**config.mk**
```make
export PLATFORM = sky130hd
export DESIGN_NAME = rca_config_bank
export DESIGN_NICKNAME = d
export VERILOG_FILES = /design/src/rtl/rca_config_bank.sv
export SDC_FILE = /design/constraint.sdc
export NUM_CORES = 1
export LEC_CHECK = 0
export CORE_MARGIN = 2
export CORE_UTILIZATION = 40
export CTS_BUF_LIST = sky130_fd_sc_hd__clkbuf_4 sky130_fd_sc_hd__clkbuf_8
export DETAILED_ROUTE_END_ITERATION = 7
export PLACE_DENSITY = 0.67
export SYNTH_ARGS = -nofsm -noshare
export SYNTH_HDL_FRONTEND = slang
export SYNTH_SLANG_ARGS = --single-unit
```
**constraint.sdc**
```tcl
create_clock -name clk -period 23.1 [get_ports clk]
set_input_delay 3.465 -clock clk [delete_from_list [all_inputs] [get_ports clk]]
set_output_delay 3.465 -clock clk [all_outputs]
set_load 0.01 [all_outputs]
```
**src/rtl/rca_config_bank.sv**
```systemverilog
`default_nettype none
// ============================================================================
// Module      : rca_config_bank
// Description : Double-buffered (shadow/active) configuration store for a set
//               of reconfigurable custom accelerators, with busy-safe commit.
// Revision    : 1.0 - initial release
// ============================================================================
module rca_config_bank #(
    parameter int NUM_RCAS           = 2,
    parameter int NUM_READ_PORTS     = 5,
    parameter int NUM_WRITE_PORTS    = 2,
    parameter int NUM_GRID_MUXES     = 16,
    parameter int GRID_MUX_INPUTS    = 8,
    parameter int GRID_NUM_ROWS      = 4,
    parameter int IO_UNIT_MUX_INPUTS = 8,
    parameter int CFG_ADDR_W         = 8,
    localparam int GM_W  = $clog2(GRID_MUX_INPUTS),
    localparam int RS_W  = $clog2(GRID_NUM_ROWS),
    localparam int IO_W  = $clog2(IO_UNIT_MUX_INPUTS),
    localparam int RCA_W = (NUM_RCAS > 1) ? $clog2(NUM_RCAS) : 1
) (
    input  logic                               clk,
    input  logic                               rst,
    input  logic                               cfg_valid,
    output logic                               cfg_ready,
    input  logic [2:0]                         cfg_type,
    input  logic [RCA_W-1:0]                   cfg_rca,
    input  logic                               cfg_src_dest,
    input  logic [CFG_ADDR_W-1:0]              cfg_addr,
    input  logic [7:0]                         cfg_data,
    input  logic [NUM_RCAS-1:0]                rca_busy,
    input  logic [RCA_W-1:0]                   use_rca_sel,
    output logic [5*NUM_READ_PORTS-1:0]        src_reg_addrs,
    output logic [5*NUM_WRITE_PORTS-1:0]       dest_reg_addrs,
    output logic [GM_W*NUM_GRID_MUXES-1:0]     grid_mux_sels,
    output logic [IO_W*GRID_NUM_ROWS-1:0]      io_mux_sels,
    output logic [RS_W*NUM_WRITE_PORTS-1:0]    result_mux_sels,
    output logic [NUM_RCAS-1:0]                commit_pending,
    output logic [NUM_RCAS-1:0]                commit_done,
    output logic                               cfg_error
);

    localparam int c_src_w  = 5 * NUM_READ_PORTS;
    localparam int c_dst_w  = 5 * NUM_WRITE_PORTS;
    localparam int c_grid_w = GM_W * NUM_GRID_MUXES;
    localparam int c_io_w   = IO_W * GRID_NUM_ROWS;
    localparam int c_res_w  = RS_W * NUM_WRITE_PORTS;
    localparam int c_pend_w = 1 << RCA_W;

    localparam logic [2:0] c_t_cpu    = 3'd0;
    localparam logic [2:0] c_t_grid   = 3'd1;
    localparam logic [2:0] c_t_io     = 3'd2;
    localparam logic [2:0] c_t_result = 3'd3;
    localparam logic [2:0] c_t_commit = 3'd4;

    typedef enum logic [0:0] {
        ST_IDLE    = 1'b0,
        ST_PENDING = 1'b1
    } state_t;

    state_t                r_state    [NUM_RCAS];
    logic [c_src_w-1:0]    r_sh_src   [NUM_RCAS];
    logic [c_dst_w-1:0]    r_sh_dst   [NUM_RCAS];
    logic [c_grid_w-1:0]   r_sh_grid  [NUM_RCAS];
    logic [c_io_w-1:0]     r_sh_io    [NUM_RCAS];
    logic [c_res_w-1:0]    r_sh_res   [NUM_RCAS];
    logic [c_src_w-1:0]    r_act_src  [NUM_RCAS];
    logic [c_dst_w-1:0]    r_act_dst  [NUM_RCAS];
    logic [c_grid_w-1:0]   r_act_grid [NUM_RCAS];
    logic [c_io_w-1:0]     r_act_io   [NUM_RCAS];
    logic [c_res_w-1:0]    r_act_res  [NUM_RCAS];
    logic [NUM_RCAS-1:0]   r_commit_done;
    logic                  r_cfg_error;

    logic [NUM_RCAS-1:0]   w_pending;
    logic [c_pend_w-1:0]   w_pend_ext;
    logic [NUM_RCAS-1:0]   w_hit;
    logic [NUM_RCAS-1:0]   w_copy;
    logic                  w_rca_ok;
    logic                  w_src_ok;
    logic                  w_dst_ok;
    logic                  w_grid_ok;
    logic                  w_io_ok;
    logic                  w_addr_ok;
    logic                  w_legal;
    logic                  w_accept;
    logic                  w_commit;
    logic                  w_unused;

    // Compares are one bit wider so a count equal to 2**width still fits.
    assign w_rca_ok  = {1'b0, cfg_rca}  < (RCA_W + 1)'(NUM_RCAS);
    assign w_src_ok  = {1'b0, cfg_addr} < (CFG_ADDR_W + 1)'(NUM_READ_PORTS);
    assign w_dst_ok  = {1'b0, cfg_addr} < (CFG_ADDR_W + 1)'(NUM_WRITE_PORTS);
    assign w_grid_ok = {1'b0, cfg_addr} < (CFG_ADDR_W + 1)'(NUM_GRID_MUXES);
    assign w_io_ok   = {1'b0, cfg_addr} < (CFG_ADDR_W + 1)'(GRID_NUM_ROWS);
    assign w_unused  = ^cfg_data[7:5];

    always_comb begin
        w_addr_ok = 1'b0;
        case (cfg_type)
            c_t_cpu:    w_addr_ok = cfg_src_dest ? w_dst_ok : w_src_ok;
            c_t_grid:   w_addr_ok = w_grid_ok;
            c_t_io:     w_addr_ok = w_io_ok;
            c_t_result: w_addr_ok = w_dst_ok;
            c_t_commit: w_addr_ok = 1'b1;
            default:    w_addr_ok = 1'b0;
        endcase
    end

    assign w_legal  = w_rca_ok && w_addr_ok;
    assign w_commit = (cfg_type == c_t_commit);
    assign w_accept = cfg_valid && cfg_ready;

    // Out-of-range RCA indices land on zero padding, so they are never stalled.
    assign w_pend_ext = c_pend_w'(w_pending);
    assign cfg_ready  = !w_pend_ext[cfg_rca];

    generate
        for (genvar r = 0; r < NUM_RCAS; r++) begin : g_rca
            assign w_pending[r] = (r_state[r] == ST_PENDING);
            assign w_hit[r]     = w_accept && w_legal && (cfg_rca == RCA_W'(r));
            assign w_copy[r]    = !rca_busy[r] &&
                                  (((r_state[r] == ST_IDLE) && w_hit[r] && w_commit) ||
                                   (r_state[r] == ST_PENDING));
        end
    endgenerate

    always_ff @(posedge clk or posedge rst) begin
        if (rst) begin
            r_cfg_error   <= 1'b0;
            r_commit_done <= '0;
            for (int r = 0; r < NUM_RCAS; r++) begin
                r_state[r]    <= ST_IDLE;
                r_sh_src[r]   <= '0;
                r_sh_dst[r]   <= '0;
                r_sh_grid[r]  <= '0;
                r_sh_io[r]    <= '0;
                r_sh_res[r]   <= '0;
                r_act_src[r]  <= '0;
                r_act_dst[r]  <= '0;
                r_act_grid[r] <= '0;
                r_act_io[r]   <= '0;
                r_act_res[r]  <= '0;
            end
        end else begin
            r_cfg_error <= w_accept && !w_legal;
            for (int r = 0; r < NUM_RCAS; r++) begin
                r_commit_done[r] <= w_copy[r];
                case (r_state[r])
                    ST_IDLE: begin
                        if (w_hit[r] && w_commit && rca_busy[r]) begin
                            r_state[r] <= ST_PENDING;
                        end
                    end
                    ST_PENDING: begin
                        if (!rca_busy[r]) begin
                            r_state[r] <= ST_IDLE;
                        end
                    end
                    default: r_state[r] <= ST_IDLE;
                endcase
                if (w_copy[r]) begin
                    r_act_src[r]  <= r_sh_src[r];
                    r_act_dst[r]  <= r_sh_dst[r];
                    r_act_grid[r] <= r_sh_grid[r];
                    r_act_io[r]   <= r_sh_io[r];
                    r_act_res[r]  <= r_sh_res[r];
                end
                if (w_hit[r] && !w_commit) begin
                    for (int e = 0; e < NUM_READ_PORTS; e++) begin
                        if (cfg_type == c_t_cpu && !cfg_src_dest && cfg_addr == CFG_ADDR_W'(e))
                            r_sh_src[r][5*e +: 5] <= cfg_data[4:0];
                    end
                    for (int e = 0; e < NUM_WRITE_PORTS; e++) begin
                        if (cfg_type == c_t_cpu && cfg_src_dest && cfg_addr == CFG_ADDR_W'(e))
                            r_sh_dst[r][5*e +: 5] <= cfg_data[4:0];
                        if (cfg_type == c_t_result && cfg_addr == CFG_ADDR_W'(e))
                            r_sh_res[r][RS_W*e +: RS_W] <= cfg_data[RS_W-1:0];
                    end
                    for (int e = 0; e < NUM_GRID_MUXES; e++) begin
                        if (cfg_type == c_t_grid && cfg_addr == CFG_ADDR_W'(e))
                            r_sh_grid[r][GM_W*e +: GM_W] <= cfg_data[GM_W-1:0];
                    end
                    for (int e = 0; e < GRID_NUM_ROWS; e++) begin
                        if (cfg_type == c_t_io && cfg_addr == CFG_ADDR_W'(e))
                            r_sh_io[r][IO_W*e +: IO_W] <= cfg_data[IO_W-1:0];
                    end
                end
            end
        end
    end

    // Zero-latency issue view; an unselected/out-of-range index reads all zeros.
    always_comb begin
        src_reg_addrs   = '0;
        dest_reg_addrs  = '0;
        grid_mux_sels   = '0;
        io_mux_sels     = '0;
        result_mux_sels = '0;
        for (int r = 0; r < NUM_RCAS; r++) begin
            if (use_rca_sel == RCA_W'(r)) begin
                src_reg_addrs   = r_act_src[r];
                dest_reg_addrs  = r_act_dst[r];
                grid_mux_sels   = r_act_grid[r];
                io_mux_sels     = r_act_io[r];
                result_mux_sels = r_act_res[r];
            end
        end
    end

    assign commit_pending = w_pending;
    assign commit_done    = r_commit_done;
    assign cfg_error      = r_cfg_error;

endmodule
`default_nettype wire

```
Word-level counts from Yosys, hierarchy flattened
Index checks and enable logic that the tools add are counted.
Word-level totals
  bits in latches: 0
  ROM bits: 0
  word-level logic and storage cells: 230
  RAM bits: 0
  input bits: 27
  output and inout bits: 105
  register bits: 401
  memories kept: 0
Cells by class
  shifts and indexed selects: 0
  add/sub/neg operators: 0
  divide/modulo/power cells: 0
  reductions and logical operators: 116
  equality and inequality tests: 19
  magnitude comparators: 5
  bitwise gates (word level): 3
  multipliers: 0
  multiplexer cells: 15
Operators by type and width (number)
  AND reduction 2 bit: 58
  equality test 8 x 4 -> 1 bit (second input constant): 8
  logical AND 1 bit: 48
  two-way mux 48 bit: 1
  equality test 8 x 3 -> 1 bit (second input constant): 4
  two-way mux 25 bit: 1
  equality test 8 x 2 -> 1 bit (second input constant): 2
  < comparator 8 x 3 -> 1 bit (second input constant): 2
  two-way mux 12 bit: 1
  two-way mux 10 bit: 1
  equality test 8 x 1 -> 1 bit (second input constant): 1
  logical NOT 8 bit: 1
  < comparator 8 x 2 -> 1 bit (second input constant): 1
  < comparator 8 x 5 -> 1 bit (second input constant): 1
  two-way mux 1 bit: 7
  equality test 3 x 2 -> 1 bit (second input constant): 2
  logical NOT 1 bit: 6
  case mux 1 bit (5 select lines): 1
  two-way mux 4 bit: 1
  case mux 1 bit (2 select lines): 2
  equality test 3 x 1 -> 1 bit (second input constant): 1
  equality test 3 bit (second input constant): 1
  logical NOT 3 bit: 1
  inverter 1 bit: 3
  2 further kinds: 3

Longest topological paths before layout
Gate-level depths: netlist (run 1).
  word-level depth: 10
  mapped depth: 6
  gate-level depth less buffers: 4

Least setup slack after synthesis (run 1)
No wires, ideal clock.
  path type: in2out
  start: input port use_rca_sel
  end: output port dest_reg_addrs[5]
  buffers on the path: 3
  stages: 4
  required time: 19635 ps
  arrival time: 4806 ps
  setup slack: 14829 ps
  cells stage by stage: clkbuf_1 clkbuf_1 buf_1 mux2_2
Between the ends
  cells in the longest elaborated chain, start to end: 1
RTL lines
  from (decl): RTL line 32  | input logic [RCA_W-1:0] use_rca_sel,
  two-way mux 10 bit: RTL line 201  | if (use_rca_sel == RCA_W'(r)) begin
  to (decl): RTL line 34  | output logic [5*NUM_WRITE_PORTS-1:0] dest_reg_addrs,
Every way passes these cells.

Worst setup path in the final report (run 1)
  start: input port use_rca_sel
  end: output port grid_mux_sels[41]
Between the ends
  cells in the longest elaborated chain, start to end: 1
RTL lines
  two-way mux 48 bit: RTL line 201
  to (decl): RTL line 35  | output logic [GM_W*NUM_GRID_MUXES-1:0] grid_mux_sels,
Every way passes these cells.

==> impl_metrics.env, run 1 <==
export IMPL_hold_class="reg2reg"
export IMPL_synth_avg_cell_area_um2=15.43
export IMPL_ioPinCount=132
export IMPL_syn_area_mm2=0.01676
export IMPL_yosys_warnings=0
export IMPL_worstSetupEndpointType="output pin"
export IMPL_met1_usage=0.2435
export IMPL_gp_congestion=0.8202
export IMPL_synthFlopType="dfrtp_1"
export IMPL_cts_made_buffers=70
export IMPL_path_max_fanout=51
export IMPL_netlist_instances=1086
export IMPL_die_x_um=208.7
export IMPL_max_slew_margin=0.3425
export IMPL_synth_xor_area_frac=0
export IMPL_vias=9389
export IMPL_muxShareOfSynthArea=0.3351
export IMPL_core_area_mm2=0.04111
export IMPL_area_growth_pct=19.02
export IMPL_synth_top_family_by_area="multiplexers"
export IMPL_final_hold_viol_count=0
export IMPL_grt_pass1_vias=10210
export IMPL_synth_cell_types=43
export IMPL_cts_post_setup_buffers_inserted=0
export IMPL_drt_first_pass_iters=5
export IMPL_grt_overflow=0
export IMPL_htree_levels=3
export IMPL_ir_drop_mv=0.04363
export IMPL_final_nets=1261
export IMPL_clockBufferDepth=3
export IMPL_vias_per_cell=5.182
export IMPL_crit_type="in2out"
export IMPL_holdBufCountCts=0
export IMPL_grt_max_degree=140
export IMPL_synth_adder_area_share=0
export IMPL_postRouteAntennaNets=0
export IMPL_cts_resized=0
export IMPL_reg2reg_depth=5
export IMPL_groute_layer_met2_usage=0.2828
export IMPL_synth_compound_area_share=0.002538
export IMPL_worst_ep_arrival_time_ps=5600
export IMPL_drc=0
export IMPL_grtUsageTotal=0.1790
export IMPL_drtIter0Drc=494
export IMPL_synth_seq_cells=401
export IMPL_drive_above_1_share=0.5106
export IMPL_grtUsageMet3=0.04479
export IMPL_antenna_found_initial=4
export IMPL_dp_hpwl_mm=22.98
export IMPL_finalWirelength_mm=37.69
export IMPL_p_leak_nw=9.745
export IMPL_clock_sinks=401
export IMPL_r2r_end="r_act_res[1]$_DFFE_PP0P_"
export IMPL_maxCapViolCount=0
export IMPL_worstHoldEndpoint="r_act_grid[3]$_DFFE_PP0P_"
export IMPL_synth_edff_count=0
export IMPL_period_minus_slack_ps=9066
export IMPL_synth_nets=1113
export IMPL_cts_clk_slew_worst_paths_ps=70
export IMPL_avgRoutedWirePerCell_um=20.80
export IMPL_max_freq_ghz=0.1103
export IMPL_fin_tns_setup_ps=0
export IMPL_r2r_slack_ps=20140
export IMPL_status="completed"
export IMPL_dieArea_mm2=0.04355
export IMPL_yosys_area_top_type="dfrtp_1"
export IMPL_fp_row_count=74
export IMPL_synth_area_leaders="dfrtp_1 (60%), mux2_2 (33%), buf_2 (0.87%), clkbuf_1 (0.69%), mux2_4 (0.45%)"
export IMPL_clk_latency_ps=620
export IMPL_async_reset_ff_frac=1.000
export IMPL_setup_viol=0
export IMPL_fp_dieH_um=208.7
export IMPL_synth_simple_area_share=0.04517
export IMPL_skew_ps=27.20
export IMPL_final_util=0.4852
export IMPL_initial_utilization=0.4077
export IMPL_power_density_mw_per_mm2=70.67
export IMPL_rsz0062_at_grt="false"
export IMPL_hold_depth=1
export IMPL_top_usage_layer="met2"
export IMPL_cts_tree="yes"
export IMPL_seq_area_frac_synth=0.5987
export IMPL_finalCritPeriodShare=0.3925
export IMPL_portBuffers=128
export IMPL_cp_start_kind="input pin"
export IMPL_cp_required_ps=19640
export IMPL_hold_start="r_sh_grid[3]$_DFFE_PP0P_"
export IMPL_worst_pin_slew_ps=986.3
export IMPL_yosysTopAreaCellShare=0.5987
export IMPL_reg2reg_from="commit_pending[1]$_DFF_PP0_"
export IMPL_slew_violations=0
export IMPL_cts_root_buffer="clkbuf_8"
export IMPL_grt_pass1_wl_mm=60.17
worst max-delay path: stages:
cell and delay (ps):
buf_6 420, buf_4 720, mux2_2 440, clkdlybuf4s50_1 500
layer usage:
layer / wire, um / vias up / share of wire
li1: - / 4192 / -
met1: 17070 / 4927 / 0.45
met2: 17720 / 201 / 0.47
met3: 2229 / 63 / 0.059
met4: 635 / 6 / 0.017
met5: 39 / - / 0.0010
state kept, by name, indices dropped and copies added (netlist names):
name            cells
r_act_io           24
r_sh_dst           20
r_sh_res            8
r_act_src          50
r_act_dst          20
commit_done         2
cfg_error           1
r_act_res           8
r_act_grid         96
commit_pending      2
r_sh_grid          96
r_sh_src           50
r_sh_io            24
report_power, final:
group | internal [mW] | switching [mW] | leakage, nW
combinational | 0.0147 | 0.0377 | 3.40
clock | 0.367 | 0.283 | 0.743
sequential | 0.705 | 0.00140 | 5.60
total | 1.09 | 0.322 | 9.74
layout by cell type, fill, tap and decap left out, types with 3 or more instances in the layout:
cell type          n
nor2_1            19
inv_6              3
nand2_1           12
mux2_4             5
clkbuf_8          86
diode_2            3
nand4_1            7
clkbuf_4          20
nor4_4             3
mux2_2           490
clkinv_2           3
nand3b_1           3
inv_1              3
clkdlybuf4s50_1  124
nor3_1            10
or4_1              4
buf_4             15
nand4b_1           3
nor3_2             3
dfrtp_1          401
buf_2              3
nand2b_1           6
nand3_1           10
nor4_1             3
nor4_2             5
nor2b_1            3
nor3b_1            3
logic make-up after synthesis:
logic type             after synthesis
muxes                              496
buffers and inverters               71
AOI/OAI and AO/OA                    6
and+or+nand+nor                    112
DFF                                401
through the flow:
| stage | power, mW | area (um2) | setup WS [ps] | cells | hold WS (ps) |
|---|---|---|---|---|---|
| 2_1_floorplan | 0.7529 | 16760 | 8482 | 1086 | 473.6 |
| 3_3_place_gp | 0.7722 | 18530 | 13980 | 1694 | 480.4 |
| 3_5_place_dp | 0.7731 | 18530 | 13970 | 1694 | 487.5 |
| 4_1_cts | 1.433 | 19940 | 13970 | 1809 | 487.9 |
| 5_1_grt | 1.472 | 19940 | 13900 | 1810 | 505.8 |
| 6_report | 1.410 | 19950 | 14030 | 1812 | 481.5 |
worst max-delay path by stage:
stage / slack (ps) / end / from
finish: 14030 / grid_mux_sels[41] / use_rca_sel
global route: 13900 / grid_mux_sels[40] / use_rca_sel
CTS: 13970 / grid_mux_sels[1] / use_rca_sel
detailed placement: 13970 / grid_mux_sels[1] / use_rca_sel
global placement: 13980 / grid_mux_sels[1] / use_rca_sel
floorplan: 8480 / cfg_error$_DFF_PP0_ / rst
cells in the mapped netlist, types with 2 or more instances:
| master | count |
|---|---|
| and3_1 | 2 |
| buf_1 | 5 |
| buf_2 | 29 |
| buf_4 | 2 |
| clkbuf_1 | 31 |
| dfrtp_1 | 401 |
| inv_1 | 4 |
| mux2_2 | 490 |
| mux2_4 | 5 |
| nand2_1 | 12 |
| nand2b_1 | 6 |
| nand3_1 | 10 |
| nand3b_1 | 3 |
| nand4_1 | 7 |
| nand4b_1 | 3 |
| nor2_1 | 19 |
| nor2_2 | 2 |
| nor2b_1 | 3 |
| nor3_1 | 10 |
| nor3_2 | 3 |
| nor3b_1 | 3 |
| nor3b_2 | 2 |
| nor4_1 | 4 |
| nor4_2 | 4 |
| nor4_4 | 3 |
| or3b_1 | 2 |
| or4_1 | 4 |
| or4_4 | 2 |
cell type report:
cell class              instances  area [um2]
well taps                     532       665.6
repair buffers                143        1380
multi-input cells             614        6431
clock inverters                 9       72.57
diodes                          3       7.507
fillers                      3593       21160
clock buffers                 106        1334
inverters                       4       22.52
flip-flops and latches        401       10030
No activity file was read; power rests on OpenSTA's default activity.
==> run 2, diff against run 1 <==
==> constraint.sdc (replaced) <==
create_clock -name clk -period 8.8 [get_ports clk]
set_input_delay 1.32 -clock clk [delete_from_list [all_inputs] [get_ports clk]]
set_output_delay 1.32 -clock clk [all_outputs]
set_load 0.01 [all_outputs]
==> impl_metrics.env, run 2 (synthesis gave the netlist of run 1 again) <==
export IMPL_status="completed"
export IMPL_grt_overflow=0
export IMPL_cpMostUsedCell="buf_4"
export IMPL_hold_depth=1
export IMPL_period_minus_slack_ps=5009
export IMPL_cts_post_setup_buffers_inserted=0
export IMPL_crit_buf_inv=3
export IMPL_holdBufCountCts=0
export IMPL_worst_ep_arrival_time_ps=3690
export IMPL_multi_input_area_mm2=0.006431
export IMPL_maxCapViolCount=0
export IMPL_grt_pass1_wl_mm=58.99
export IMPL_cts_root_buffer="clkbuf_8"
export IMPL_drive_above_1_share=0.5075
export IMPL_postRouteAntennaNets=0
export IMPL_critPathMaxStageDelay_ps=680
export IMPL_worstHoldEndpoint="r_act_grid[6]$_DFFE_PP0P_"
export IMPL_clk_latency_ps=600
export IMPL_finalWirelength_mm=37.38
export IMPL_cp_required_ps=7480
export IMPL_max_freq_ghz=0.1997
export IMPL_holdWs_ps=492.2
export IMPL_cts_tree="yes"
export IMPL_seq_area_mm2=0.01003
export IMPL_cts_made_buffers=67
export IMPL_reg_top3="r_act_grid x96, r_sh_grid x96"
export IMPL_drt_first_pass_iters=6
export IMPL_hold_start="r_sh_grid[6]$_DFFE_PP0P_"
export IMPL_reg2reg_depth=4
export IMPL_portBuffers=128
export IMPL_worst_pin_slew_ps=1144
export IMPL_area_growth_pct=18.90
export IMPL_antenna_found_initial=1
export IMPL_initial_utilization=0.4077
export IMPL_nFillCells=3619
export IMPL_grt_pass1_vias=10010
export IMPL_drc=0
export IMPL_avgRoutedWirePerCell_um=20.75
export IMPL_max_slew_margin=0.2374
export IMPL_cts_clk_slew_worst_paths_ps=60
export IMPL_ioPinCount=132
export IMPL_path_depth=4
export IMPL_vias_per_cell=5.201
export IMPL_clockBufferDepth=3
export IMPL_dieArea_mm2=0.04355
export IMPL_grtUsageTotal=0.1747
export IMPL_cts_resized=0
export IMPL_setup_viol=0
export IMPL_grt_max_degree=185
export IMPL_crit_type="in2out"
export IMPL_worstSetupEndpointType="output pin"
export IMPL_hold_class="reg2reg"
export IMPL_finalCritPeriodShare=0.5692
export IMPL_dp_hpwl_mm=22.51
export IMPL_ir_drop_mv=0.09330
export IMPL_clock_sinks=401
export IMPL_cp_cell_sequence="buf_4 > buf_4 > mux2_2 > clkdlybuf4s50_1"
export IMPL_p_leak_nw=9.727
export IMPL_vias=9372
export IMPL_power_density_mw_per_mm2=186.8
export IMPL_reg2reg_from="commit_pending[0]$_DFF_PP0_"
export IMPL_core_area_mm2=0.04111
export IMPL_path_max_fanout=57
export IMPL_fin_tns_setup_ps=0
export IMPL_r2r_end="r_sh_grid[72]$_DFFE_PP0P_"
export IMPL_fp_dieH_um=208.7
export IMPL_critPathTopFamily="buffers and inverters"
export IMPL_final_cell_mix="mux2_2 (490), dfrtp_1 (401), clkdlybuf4s50_1 (124)"
export IMPL_rsz0062_at_grt="false"
export IMPL_crit_path_top_delay_cell="buf_4"
export IMPL_final_hold_viol_count=0
export IMPL_final_common_cell="mux2_2"
export IMPL_htree_levels=3
export IMPL_slew_violations=0
export IMPL_r2r_slack_ps=6220
export IMPL_die_x_um=208.7
export IMPL_skew_ps=19.54
export IMPL_drtIter0Drc=478
export IMPL_cp_start_kind="input pin"
export IMPL_fp_row_count=74
export IMPL_gp_congestion=0.8077
export IMPL_final_nets=1254
## run 2: changes by cell type in the layout (fill, tap and decap cells not counted), sizes merged
cell    change
clkbuf      -6
buf         -4
bufinv      +3
diode       -2
inv         -1
## run 2: layer usage
layer / global-route usage / up-vias / wire length (um)
met5: 0 / - / 9
met4: 0.05690 / 2 / 708
met3: 0.04058 / 70 / 1914
met2: 0.2778 / 186 / 17610
met1: 0.2373 / 4933 / 17140
li1: - / 4181 / -
## run 2: through the flow
stage	area, um2	instances	total power, mW	util	worst slack (ps)
final	19930	1802	3.723	0.4848	3791
after global routing	19930	1801	3.874	0.4847	3700
after CTS	19930	1801	3.779	0.4847	3735
after detailed placement	18520	1690	2.029	0.4505	3741
after global placement	18520	1690	2.026	0.4505	3766
after floorplan	16760	1086	1.977	-	2080
## run 2: power by group
group / switching (mW) / total [mW] / internal (mW)
Sequential: 0.00349 / 1.85 / 1.85
Clock: 0.731 / 1.73 / 1.00
Combinational: 0.0985 / 0.137 / 0.0387
## run 2: worst register-to-register path, cell delays in order, from the launching register on
cell and delay [ps]:
dfrtp_1 470, or3b_1 510, nor4_1 820, nand3_1 310, mux2_2 350
## run 2: worst max-delay path by stage
stage / from / slack, ps / to
floorplan: rst / 2080 / cfg_error$_DFF_PP0_
global placement: use_rca_sel / 3770 / grid_mux_sels[2]
detailed placement: use_rca_sel / 3740 / grid_mux_sels[2]
CTS: use_rca_sel / 3730 / grid_mux_sels[2]
global route: use_rca_sel / 3700 / grid_mux_sels[17]
finish: use_rca_sel / 3790 / grid_mux_sels[17]
## run 2: layout make-up
| cell class | count | share of cell area |
|---|---|---|
| Timing Repair Buffer | 139 | 0.06881 |
| Clock buffer | 100 | 0.06310 |
| Clock inverter | 11 | 0.007346 |
| Multi-Input combinational cell | 614 | 0.3227 |
| Tap cell | 532 | 0.03340 |
| Antenna cell | 1 | 0.0001256 |
| Sequential cell | 401 | 0.5035 |
| Inverter | 4 | 0.0009418 |
